==> src/rtl/fft_butterfly_seq.sv <==
`timescale 1ns/1ps
// -----------------------------------------------------------------------------
// fft_butterfly_seq
//
// Radix-2 DIT butterfly sequencer for one FFT stage. It takes one operand set
// (A, B, twiddle W) and computes B*W as four real products. Each product goes
// through a shared serial 8x9 signed multiplier, one at a time. It then emits
// (A+BW)/2 and (A-BW)/2, each saturated to 9 bits signed.
//
// Ports
//   clk, rst_n            clock, asynchronous active-low reset
//   in_valid / in_ready   operand handshake (transfer on in_valid & in_ready)
//   a_re, a_im            sample A, signed 8-bit
//   b_re, b_im            sample B, signed 8-bit
//   w_re, w_im            twiddle, signed Q1.7 in 9 bits (+128 = +1.0)
//   mult_start            one-cycle start pulse to the multiplier
//   mult_in_0, mult_in_1  B / W component presented to the multiplier
//   mult_valid, mult_out  multiplier done pulse and 17-bit signed product
//   y0_*, y1_*            results, signed 9-bit, held until the next result
//   out_valid             one-cycle pulse when new results are presented
// -----------------------------------------------------------------------------
module fft_butterfly_seq #(
  parameter int GUARD = 20
) (
  input  logic               clk,
  input  logic               rst_n,
  input  logic               in_valid,
  output logic               in_ready,
  input  logic signed [7:0]  a_re,
  input  logic signed [7:0]  a_im,
  input  logic signed [7:0]  b_re,
  input  logic signed [7:0]  b_im,
  input  logic signed [8:0]  w_re,
  input  logic signed [8:0]  w_im,
  output logic               mult_start,
  output logic signed [7:0]  mult_in_0,
  output logic signed [8:0]  mult_in_1,
  input  logic               mult_valid,
  input  logic signed [16:0] mult_out,
  output logic signed [8:0]  y0_re,
  output logic signed [8:0]  y0_im,
  output logic signed [8:0]  y1_re,
  output logic signed [8:0]  y1_im,
  output logic               out_valid
);

  localparam int GW = (GUARD < 2) ? 1 : $clog2(GUARD + 1);

  typedef enum logic [2:0] {
    S_IDLE,
    S_ISSUE,
    S_WAIT,
    S_COMBINE,
    S_OUTPUT
  } state_t;

  state_t             state_q;
  logic [1:0]         k_q;
  logic [1:0]         k_d;
  logic [GW-1:0]      guard_q;
  logic [GW-1:0]      guard_d;
  logic               in_ready_q;
  logic               mult_start_q;
  logic               out_valid_q;
  logic signed [7:0]  mult_in_0_q;
  logic signed [8:0]  mult_in_1_q;
  logic signed [7:0]  a_re_q, a_im_q, b_re_q, b_im_q;
  logic signed [8:0]  w_re_q, w_im_q;
  logic signed [16:0] p_q [4];
  logic signed [8:0]  y0_re_q, y0_im_q, y1_re_q, y1_im_q;

  // Product order: k0 b_re*w_re, k1 b_im*w_im, k2 b_re*w_im, k3 b_im*w_re.
  function automatic logic signed [7:0] sel_b(input logic [1:0] k,
                                              input logic signed [7:0] re,
                                              input logic signed [7:0] im);
    sel_b = k[0] ? im : re;
  endfunction

  function automatic logic signed [8:0] sel_w(input logic [1:0] k,
                                              input logic signed [8:0] re,
                                              input logic signed [8:0] im);
    sel_w = (k[0] ^ k[1]) ? im : re;
  endfunction

  // Halve (arithmetic) then clamp to the 9-bit signed range [-256, 255].
  function automatic logic signed [8:0] half_sat(input logic signed [11:0] v);
    logic signed [11:0] h;
    h = v >>> 1;
    if (h > 12'sd255)
      half_sat = 9'h0FF;
    else if (h < $signed(12'hF00))
      half_sat = 9'h100;
    else
      half_sat = h[8:0];
  endfunction

  // The guard counter counts down once per cycle after reset. in_ready stays
  // low while it is nonzero. This keeps out a late data_valid from a multiply
  // abandoned by reset, because the multiplier itself is never reset.
  assign guard_d = (guard_q != '0) ? guard_q - GW'(1) : guard_q;
  assign k_d     = k_q + 2'd1;

  // Combine datapath, evaluated from the stored products during COMBINE
  logic signed [17:0] re_sum, im_sum;
  logic signed [10:0] t_c [2];
  logic signed [7:0]  a_c [2];
  logic signed [8:0]  y0_c [2];
  logic signed [8:0]  y1_c [2];

  assign re_sum = {p_q[0][16], p_q[0]} - {p_q[1][16], p_q[1]};
  assign im_sum = {p_q[2][16], p_q[2]} + {p_q[3][16], p_q[3]};
  // Dropping the 7 fractional twiddle bits is an arithmetic shift right by 7.
  assign t_c[0] = re_sum[17:7];
  assign t_c[1] = im_sum[17:7];
  assign a_c[0] = a_re_q;
  assign a_c[1] = a_im_q;

  for (genvar gi = 0; gi < 2; gi++) begin : g_comp
    logic signed [11:0] a_ext;
    logic signed [11:0] t_ext;
    assign a_ext    = {{4{a_c[gi][7]}}, a_c[gi]};
    assign t_ext    = {t_c[gi][10], t_c[gi]};
    assign y0_c[gi] = half_sat(a_ext + t_ext);
    assign y1_c[gi] = half_sat(a_ext - t_ext);
  end

  always_ff @(posedge clk or negedge rst_n) begin
    if (!rst_n) begin
      state_q      <= S_IDLE;
      k_q          <= 2'd0;
      guard_q      <= GW'(GUARD);
      in_ready_q   <= 1'b0;
      mult_start_q <= 1'b0;
      out_valid_q  <= 1'b0;
      mult_in_0_q  <= '0;
      mult_in_1_q  <= '0;
      a_re_q       <= '0;
      a_im_q       <= '0;
      b_re_q       <= '0;
      b_im_q       <= '0;
      w_re_q       <= '0;
      w_im_q       <= '0;
      for (int i = 0; i < 4; i++) p_q[i] <= '0;
      y0_re_q      <= '0;
      y0_im_q      <= '0;
      y1_re_q      <= '0;
      y1_im_q      <= '0;
    end else begin
      guard_q      <= guard_d;
      mult_start_q <= 1'b0;
      out_valid_q  <= 1'b0;
      case (state_q)
        S_IDLE: begin
          if (in_valid && in_ready_q) begin
            a_re_q       <= a_re;
            a_im_q       <= a_im;
            b_re_q       <= b_re;
            b_im_q       <= b_im;
            w_re_q       <= w_re;
            w_im_q       <= w_im;
            k_q          <= 2'd0;
            // Present the k0 operands straight from the inputs so the start
            // pulse can go out in the very next cycle.
            mult_in_0_q  <= b_re;
            mult_in_1_q  <= w_re;
            mult_start_q <= 1'b1;
            in_ready_q   <= 1'b0;
            state_q      <= S_ISSUE;
          end else begin
            in_ready_q <= (guard_d == '0);
          end
        end
        S_ISSUE: begin
          state_q <= S_WAIT;
        end
        S_WAIT: begin
          if (mult_valid) begin
            p_q[k_q] <= mult_out;
            if (k_q != 2'd3) begin
              k_q          <= k_d;
              mult_in_0_q  <= sel_b(k_d, b_re_q, b_im_q);
              mult_in_1_q  <= sel_w(k_d, w_re_q, w_im_q);
              mult_start_q <= 1'b1;
              state_q      <= S_ISSUE;
            end else begin
              state_q <= S_COMBINE;
            end
          end
        end
        S_COMBINE: begin
          y0_re_q     <= y0_c[0];
          y0_im_q     <= y0_c[1];
          y1_re_q     <= y1_c[0];
          y1_im_q     <= y1_c[1];
          out_valid_q <= 1'b1;
          state_q     <= S_OUTPUT;
        end
        S_OUTPUT: begin
          in_ready_q <= (guard_d == '0);
          state_q    <= S_IDLE;
        end
        default: begin
          state_q <= S_IDLE;
        end
      endcase
    end
  end

  assign in_ready   = in_ready_q;
  assign mult_start = mult_start_q;
  assign mult_in_0  = mult_in_0_q;
  assign mult_in_1  = mult_in_1_q;
  assign out_valid  = out_valid_q;
  assign y0_re      = y0_re_q;
  assign y0_im      = y0_im_q;
  assign y1_re      = y1_re_q;
  assign y1_im      = y1_im_q;

endmodule

==> config.mk <==
export PLATFORM = sky130hd
export DESIGN_NAME = fft_butterfly_seq
export DESIGN_NICKNAME = d
export VERILOG_FILES = /design/src/rtl/fft_butterfly_seq.sv
export SDC_FILE = /design/constraint.sdc
export NUM_CORES = 1
export LEC_CHECK = 0
export CAP_MARGIN = 20
export CORE_MARGIN = 1.5
export CORE_UTILIZATION = 45
export CTS_CLUSTER_DIAMETER = 80
export DETAILED_ROUTE_END_ITERATION = 6
export GPL_ROUTABILITY_DRIVEN = 0
export PLACE_DENSITY = 0.68
export SETUP_SLACK_MARGIN = 0.2
export SYNTH_ARGS = -nofsm -noshare
export SYNTH_HDL_FRONTEND = slang
export SYNTH_SLANG_ARGS = --single-unit
==> constraint.sdc <==
create_clock -name clk -period 4.2 [get_ports clk]
set_clock_uncertainty 0.15 [all_clocks]
set_input_delay 0.84 -clock clk [delete_from_list [all_inputs] [get_ports clk]]
set_output_delay 0.84 -clock clk [all_outputs]
set_load 0.01 [all_outputs]
==> results of run 1 <==
worst paths after layout:
| kind | slack, ns | to | start | cells past startpoint |
|---|---|---|---|---|
| max | -0.04 | y0_re[1] | p_q[53] | 20 |
| min | 0.27 | mult_in_1[4] | rst_n | 1 |
| max reg2reg | -0.04 | y0_re[1] | p_q[53] | 20 |
| min reg2reg | 0.32 | b_im_q[2] | b_im_q[2] | 2 |
| max in group asynchronous | 2.73 | guard_q[4] | rst_n | 2 |
| min in group clk | 0.32 | b_im_q[2] | b_im_q[2] | 2 |
routing by layer:
layer | wire length [µm] | vias to the layer above
met3 | 890 | 33
met2 | 13500 | 197
li1 | - | 4317
met4 | 467 | 0
met1 | 12800 | 4334
met5 | 0 | -
per-stage QoR:
stage,std cells,instance area [µm²],utilization [%],setup WS (ns)
2_1_floorplan,1135,10900,-,0.189
3_3_place_gp,1583,12700,54.0,-0.128
3_5_place_dp,1583,12700,54.0,-0.206
4_1_cts,1646,14000,59.6,0.0679
5_1_grt,1669,14800,62.7,-0.202
6_report,1669,14800,62.7,-0.0440
Yosys cell counts (12+ instances only):
master	n
o21ai_0	59
mux2i_1	21
xor2_1	18
nand2_1	241
xnor2_1	36
inv_1	64
nand3_1	13
mux2_2	69
dfrtp_1	182
clkbuf_1	32
a21o_1	12
ha_1	82
o21bai_1	12
nor2_1	65
a21oi_1	55
o211ai_1	12
cell type report:
type	count	share of cell area, %
Clock buffer	17	2.88
Clock inverter	15	1.20
Inverter	64	1.63
Multi-Input combinational cell	843	46.1
Sequential cell	184	31.2
Tap cell	319	2.70
Timing Repair Buffer	227	14.3
what timing repair did:
item                       CTS  global route
pin swaps                   60           102
setup buffers               31            23
setup endpoints to repair   34            36
gates resized for setup     88           105
registers in the layout, summed over array words and instances (netlist names), 9 cells and up:
| register | cells |
|---|---|
| p_q | 68 |
| mult_in_1 | 9 |
| w_im_q | 9 |
| w_re_q | 9 |
| y0_im | 9 |
| y0_re | 9 |
| y1_im | 9 |
| y1_re | 9 |
cells in the final DEF (no fill, tap or decap), drive strengths merged, types with 11 or more instances in the layout:
| cell type | Yosys | routed |
|---|---|---|
| o21bai | 12 | 12 |
| inv | 64 | 73 |
| nor2 | 65 | 65 |
| buf | 7 | 101 |
| o31ai | 11 | 11 |
| nand2 | 241 | 241 |
| nor3 | 11 | 11 |
| nand3 | 14 | 14 |
| a21o | 12 | 12 |
| a21oi | 61 | 61 |
| clkdlybuf4s50 | 0 | 125 |
| o211ai | 12 | 12 |
| mux2 | 69 | 69 |
| ha | 82 | 82 |
| xnor2 | 36 | 36 |
| o21ai | 64 | 64 |
| clkbuf | 37 | 18 |
| xor2 | 18 | 18 |
| mux2i | 21 | 21 |
| dfrtp | 182 | 182 |
kinds of logic (layout without fill, tap and decap cells):
family                     Yosys count  count (layout)  share of synthesized area, %
and+or+nand+nor                    380             380                          15.0
AOI/OAI and AO/OA                  233             233                          14.5
DFF                                184             184                          42.5
buffers and inverters              108             323                          4.30
muxes                               90              90                          9.10
adders and majority gates           86              86                          10.2
xor gates and xnor gates            54              54                          4.36
==> impl_metrics.json, run 1 <==
{
  "cts_buffer_depth": 2,
  "overflow": 0,
  "ys_seq_area_share_pct": 42.5,
  "path_class": "reg2reg",
  "nNetsFinal": 1494,
  "netlist-cell-type-count": 77,
  "syn_to_final_growth_pct": 36.2,
  "arrival_ns": 4.38,
  "fin_crit_ns": 4.24,
  "multi_input_area_um2": 6810,
  "cp.required_ns": 4.34,
  "ys_warn_count": 0,
  "routed_wl_mm": 27.6,
  "num_vias": 8881,
  "ys_seq_elements": 184,
  "met3_usage_pct": 2.85,
  "synth_top_cell_by_area": "dfrtp_1",
  "detail_route.first_pass.iterations": 4,
  "grt_pass1_vias": 8456,
  "diodes": 0,
  "relSlewSlack_pct": 43.9,
  "dieHeight_um": 158,
  "finalCritPeriodShare_pct": 101,
  "cap_violations": 0,
  "core_area_um2": 23500,
  "max_freq_mhz": 236,
  "slew_viol_final": 0,
  "ys.flop_type": "dfrtp_1",
  "status": "finished with violations",
  "clk_pin_slew_worst_paths_ns": 0.08,
  "slowest_delay_ns": 0.41,
  "cts_tree": "done",
  "rsz0062_at_grt": "true",
  "critPathMaxFanout": 8,
  "initial_core_util_pct": 46.1,
  "drtIter0Drc": 546,
  "ant_nets": 0,
  "dieArea_um2": 25000,
  "fill_cells": 1930,
  "use_met2_pct": 35.9,
  "synthArstFlopShare_pct": 100,
  "hp-class": "in2async",
  "crit_family": "compound AO/OA/AOI/OAI gates",
  "whs_ns": 0.268,
  "synthesis.area_um2": 10800,
  "io_pins": 127,
  "critPathLaunchType": "register",
  "tightest_slew_ns": 0.841,
  "synth-edff-count": 0,
  "cp-end-kind": "register",
  "busiest_layer": "met2",
  "via_per_inst": 5.32,
  "seq_area_um2": 4610,
  "cts_buffers": 17,
  "finalHoldViolCount": 0,
  "setup_slack_ns": -0.0440,
  "cp_slowest_cell": "dfrtp_1",
  "avgSynthCellArea_um2": 9.55,
  "clock_latency_ns": 0.43,
  "drive_above_1_share_pct": 27.8,
  "ctsHoldBuffers": 0,
  "grtUsageMet1_pct": 29.9,
  "antenna_found_initial": 0,
  "cts-root-buf": "clkbuf_16",
  "htreeDepth": 4,
  "grt_pass1_wl_mm": 43.0,
  "dp_hpwl_mm": 18.4,
  "violations": "negative setup slack",
  "grt_usage_pct": 21.8,
  "wire_per_inst_um": 16.6,
  "crit_buf_inv": 1,
  "yosysTopAreaCellShare_pct": 42.0,
  "finalSetupViolations": 5,
  "grt_start_max_net_pins": 87,
  "cp_common_cell": "a21oi_4",
  "yosys-top-cells-area": "dfrtp_1 (42%), ha_1 (9.5%), nand2_1 (8.3%), mux2_2 (7.2%), xnor2_1 (2.9%)",
  "path_cells": "ha_4 -> nand2_1 -> o21ai_2 -> a21oi_4 -> o21bai_4 -> a21oi_4 -> o21ai_4 -> buf_4 -> a21oi_2 -> nand2b_4 -> a21oi_4 -> ha_4 -> nor3_1 -> nor2_1 -> a31o_2 -> a21oi_4 -> xor2_2 -> nand4_4 -> a21oi_2 -> o31ai_1",
  "drcViolationCount": 0,
  "synthesis.nets": 1292,
  "die_w_um": 158,
  "cts.sinks": 184,
  "netlist_instances": 1135,
  "rows": 56,
  "tns_ns": -0.0936,
  "port_buffers": 126
}
Power of run 1 is left out: the tool's default activity adds up to more than one toggle a clock period on the data nets, which glitch-free logic cannot reach.
==> run 2: changes to the inputs <==
--- a/config.mk
+++ b/config.mk
@@ -5,7 +5,7 @@
 export SDC_FILE = /design/constraint.sdc
 export NUM_CORES = 1
 export LEC_CHECK = 0
-export CAP_MARGIN = 20
+export CAP_MARGIN = 30
 export CORE_MARGIN = 1.5
 export CORE_UTILIZATION = 45
 export CTS_CLUSTER_DIAMETER = 80
@@ -13,6 +13,7 @@
 export GPL_ROUTABILITY_DRIVEN = 0
 export PLACE_DENSITY = 0.68
 export SETUP_SLACK_MARGIN = 0.2
+export SLEW_MARGIN = 20
 export SYNTH_ARGS = -nofsm -noshare
 export SYNTH_HDL_FRONTEND = slang
 export SYNTH_SLANG_ARGS = --single-unit
==> results of run 2 <==
No change in the layout: final DEF, timing and power equal those of run 1.
Power of run 2 is left out for the same reason.
==> run 3: changes to the inputs <==
--- a/config.mk
+++ b/config.mk
@@ -13,6 +13,7 @@
 export GPL_ROUTABILITY_DRIVEN = 0
 export PLACE_DENSITY = 0.68
 export SETUP_SLACK_MARGIN = 0.2
+export SKIP_LAST_GASP = 1
 export SLEW_MARGIN = 20
 export SYNTH_ARGS = -nofsm -noshare
 export SYNTH_HDL_FRONTEND = slang
==> run 3 against run 2 <==
Against the previous run: the flow still finishes with violations (negative setup slack); non-clock buffer count did not move; routed wire length shrank 0.24%; sequential share of layout area about the same; critical path depth down 1; critical endpoint unchanged; via count decreased by 0.41%; first-iteration DRC count grew 4.4%; fmax up 0.11%; hold slack worse by 0.0023 ns; design area is essentially flat; critical path type unchanged.
==> impl_metrics.json, run 3 (synthesized netlist as in run 1, its figures left out) <==
{
  "status": "finished with violations",
  "violations": "negative setup slack",
  "grt_pass1_wl_mm": 43.0,
  "dp_hpwl_mm": 18.4,
  "antenna_found_initial": 0,
  "ant_nets": 0,
  "diodes": 0,
  "reg2regPathDepth": 19,
  "via_per_inst": 5.30,
  "clk_pin_slew_worst_paths_ns": 0.08,
  "port_buffers": 126,
  "dieArea_um2": 25000,
  "initial_core_util_pct": 46.1,
  "fill_cells": 1928,
  "relSlewSlack_pct": 44.1,
  "die_w_um": 158,
  "arrival_ns": 4.38,
  "cts_tree": "done",
  "critPathMaxFanout": 7,
  "dr_wl_met3_um": 956,
  "overflow": 0,
  "dr_wl_met2_mm": 13.5,
  "regMostFlops": "p_q",
  "r2r_start": "p_q[36]",
  "path_class": "reg2reg",
  "dieHeight_um": 158,
  "detail_route.first_pass.iterations": 5,
  "syn_to_final_growth_pct": 36.2,
  "num_vias": 8845,
  "cap_violations": 0,
  "cp-end-kind": "register",
  "largest_reg_flops": 68,
  "wl_met1_mm": 12.7,
  "clock_latency_ns": 0.43,
  "post-route-util_pct": 62.7,
  "grt_start_max_net_pins": 87,
  "cts_buffers": 17,
  "drcViolationCount": 0,
  "finalHoldViolCount": 0,
  "nNetsFinal": 1494,
  "setup_slack_ns": -0.0393,
  "finalSetupViolations": 6,
  "hp-class": "in2async",
  "final_cell_mix": "nand2_1 (235), dfrtp_1 (182), clkdlybuf4s50_1 (125), buf_4 (84), mux2_2 (69)",
  "wire_per_inst_um": 16.5,
  "drive_above_1_share_pct": 27.7,
  "routed_wl_mm": 27.6,
  "rsz0062_at_grt": "true",
  "slew_viol_final": 0,
  "io_pins": 127,
  "grt_pass1_vias": 8456,
  "max_freq_mhz": 236,
  "dr.max_layer_used": "met4",
  "ff2ff_setup_slack_ns": -0.04,
  "cp.required_ns": 4.34,
  "final_common_cell": "nand2_1",
  "r2r-end": "y0_re[1]",
  "finalCritPeriodShare_pct": 101,
  "cts.sinks": 184,
  "cts-root-buf": "clkbuf_16",
  "drtIter0Drc": 570,
  "grt_usage_pct": 21.8,
  "fin_crit_ns": 4.24,
  "rows": 56,
  "core_area_um2": 23500,
  "critPathLaunchType": "register",
  "tightest_slew_ns": 0.838,
  "cts_buffer_depth": 2,
  "htreeDepth": 4
}
-- run 3: worst max-delay path by stage --
stage                 start        to  slack [ns]  depth (start not counted)
detailed placement  p_q[40]  y1_re[3]       -0.21                         18
finish              p_q[36]  y0_re[1]       -0.04                         19
floorplan            p_q[6]  y1_im[1]        0.19                         19
global placement     p_q[6]  y1_im[4]       -0.13                         15
CTS                 p_q[23]  y1_im[2]        0.07                         18
global route        p_q[36]  y0_re[1]       -0.20                         19
-- run 3: per-layer routing --
| layer | global-route usage [%] | vias up |
|---|---|---|
| li1 | - | 4310 |
| met1 | 29.9 | 4320 |
| met2 | 35.9 | 183 |
| met3 | 2.85 | 32 |
| met4 | 6.23 | 0 |
| met5 | 0 | - |
-- run 3: metrics by stage --
stage	hold slack, ns	setup TNS [ns]	cells	area [µm²]	setup WS [ns]
2_1_floorplan	0.295	0	1135	10900	0.189
3_3_place_gp	0.309	-1.69	1583	12700	-0.128
3_5_place_dp	0.311	-4.78	1583	12700	-0.206
4_1_cts	0.306	0	1646	14000	0.0679
5_1_grt	0.331	-3.26	1669	14800	-0.201
6_report	0.265	-0.0994	1669	14800	-0.0393
-- run 3: area by class of cell --
type / instances / area (µm²) / share of cell area, %
Clock inverter: 15 / 178 / 1.20
Timing Repair Buffer: 227 / 2110 / 14.3
Multi-Input combinational cell: 843 / 6800 / 46.1
Inverter: 64 / 240 / 1.63
Tap cell: 319 / 399 / 2.70
Sequential cell: 184 / 4610 / 31.2
Clock buffer: 17 / 425 / 2.88
-- run 3: repair_timing --
action / CTS / global route
hold endpoints to repair: 0 / 0
setup buffers: 31 / 23
hold buffers: 0 / 0
pin swaps: 60 / 100
cloned: 0 / 0
gates resized for setup: 88 / 104
setup endpoints to repair: 34 / 36
-- run 3: worst max-delay path: stages, from the launching register on --
cell and delay, ns:
dfrtp_1 0.39, inv_2 0.07, ha_4 0.21, a21oi_4 0.11, o21ai_2 0.09, a21oi_4 0.20, o21bai_4 0.11, a21oi_4 0.19
o21ai_4 0.10, a2111oi_4 0.38, o21bai_1 0.15, xnor2_1 0.20, ha_1 0.36, inv_2 0.05, buf_6 0.12, and3_4 0.17
a2111oi_4 0.43, nand3_2 0.17, a21oi_4 0.31, o31ai_1 0.12
Power of run 3 is left out for the same reason.
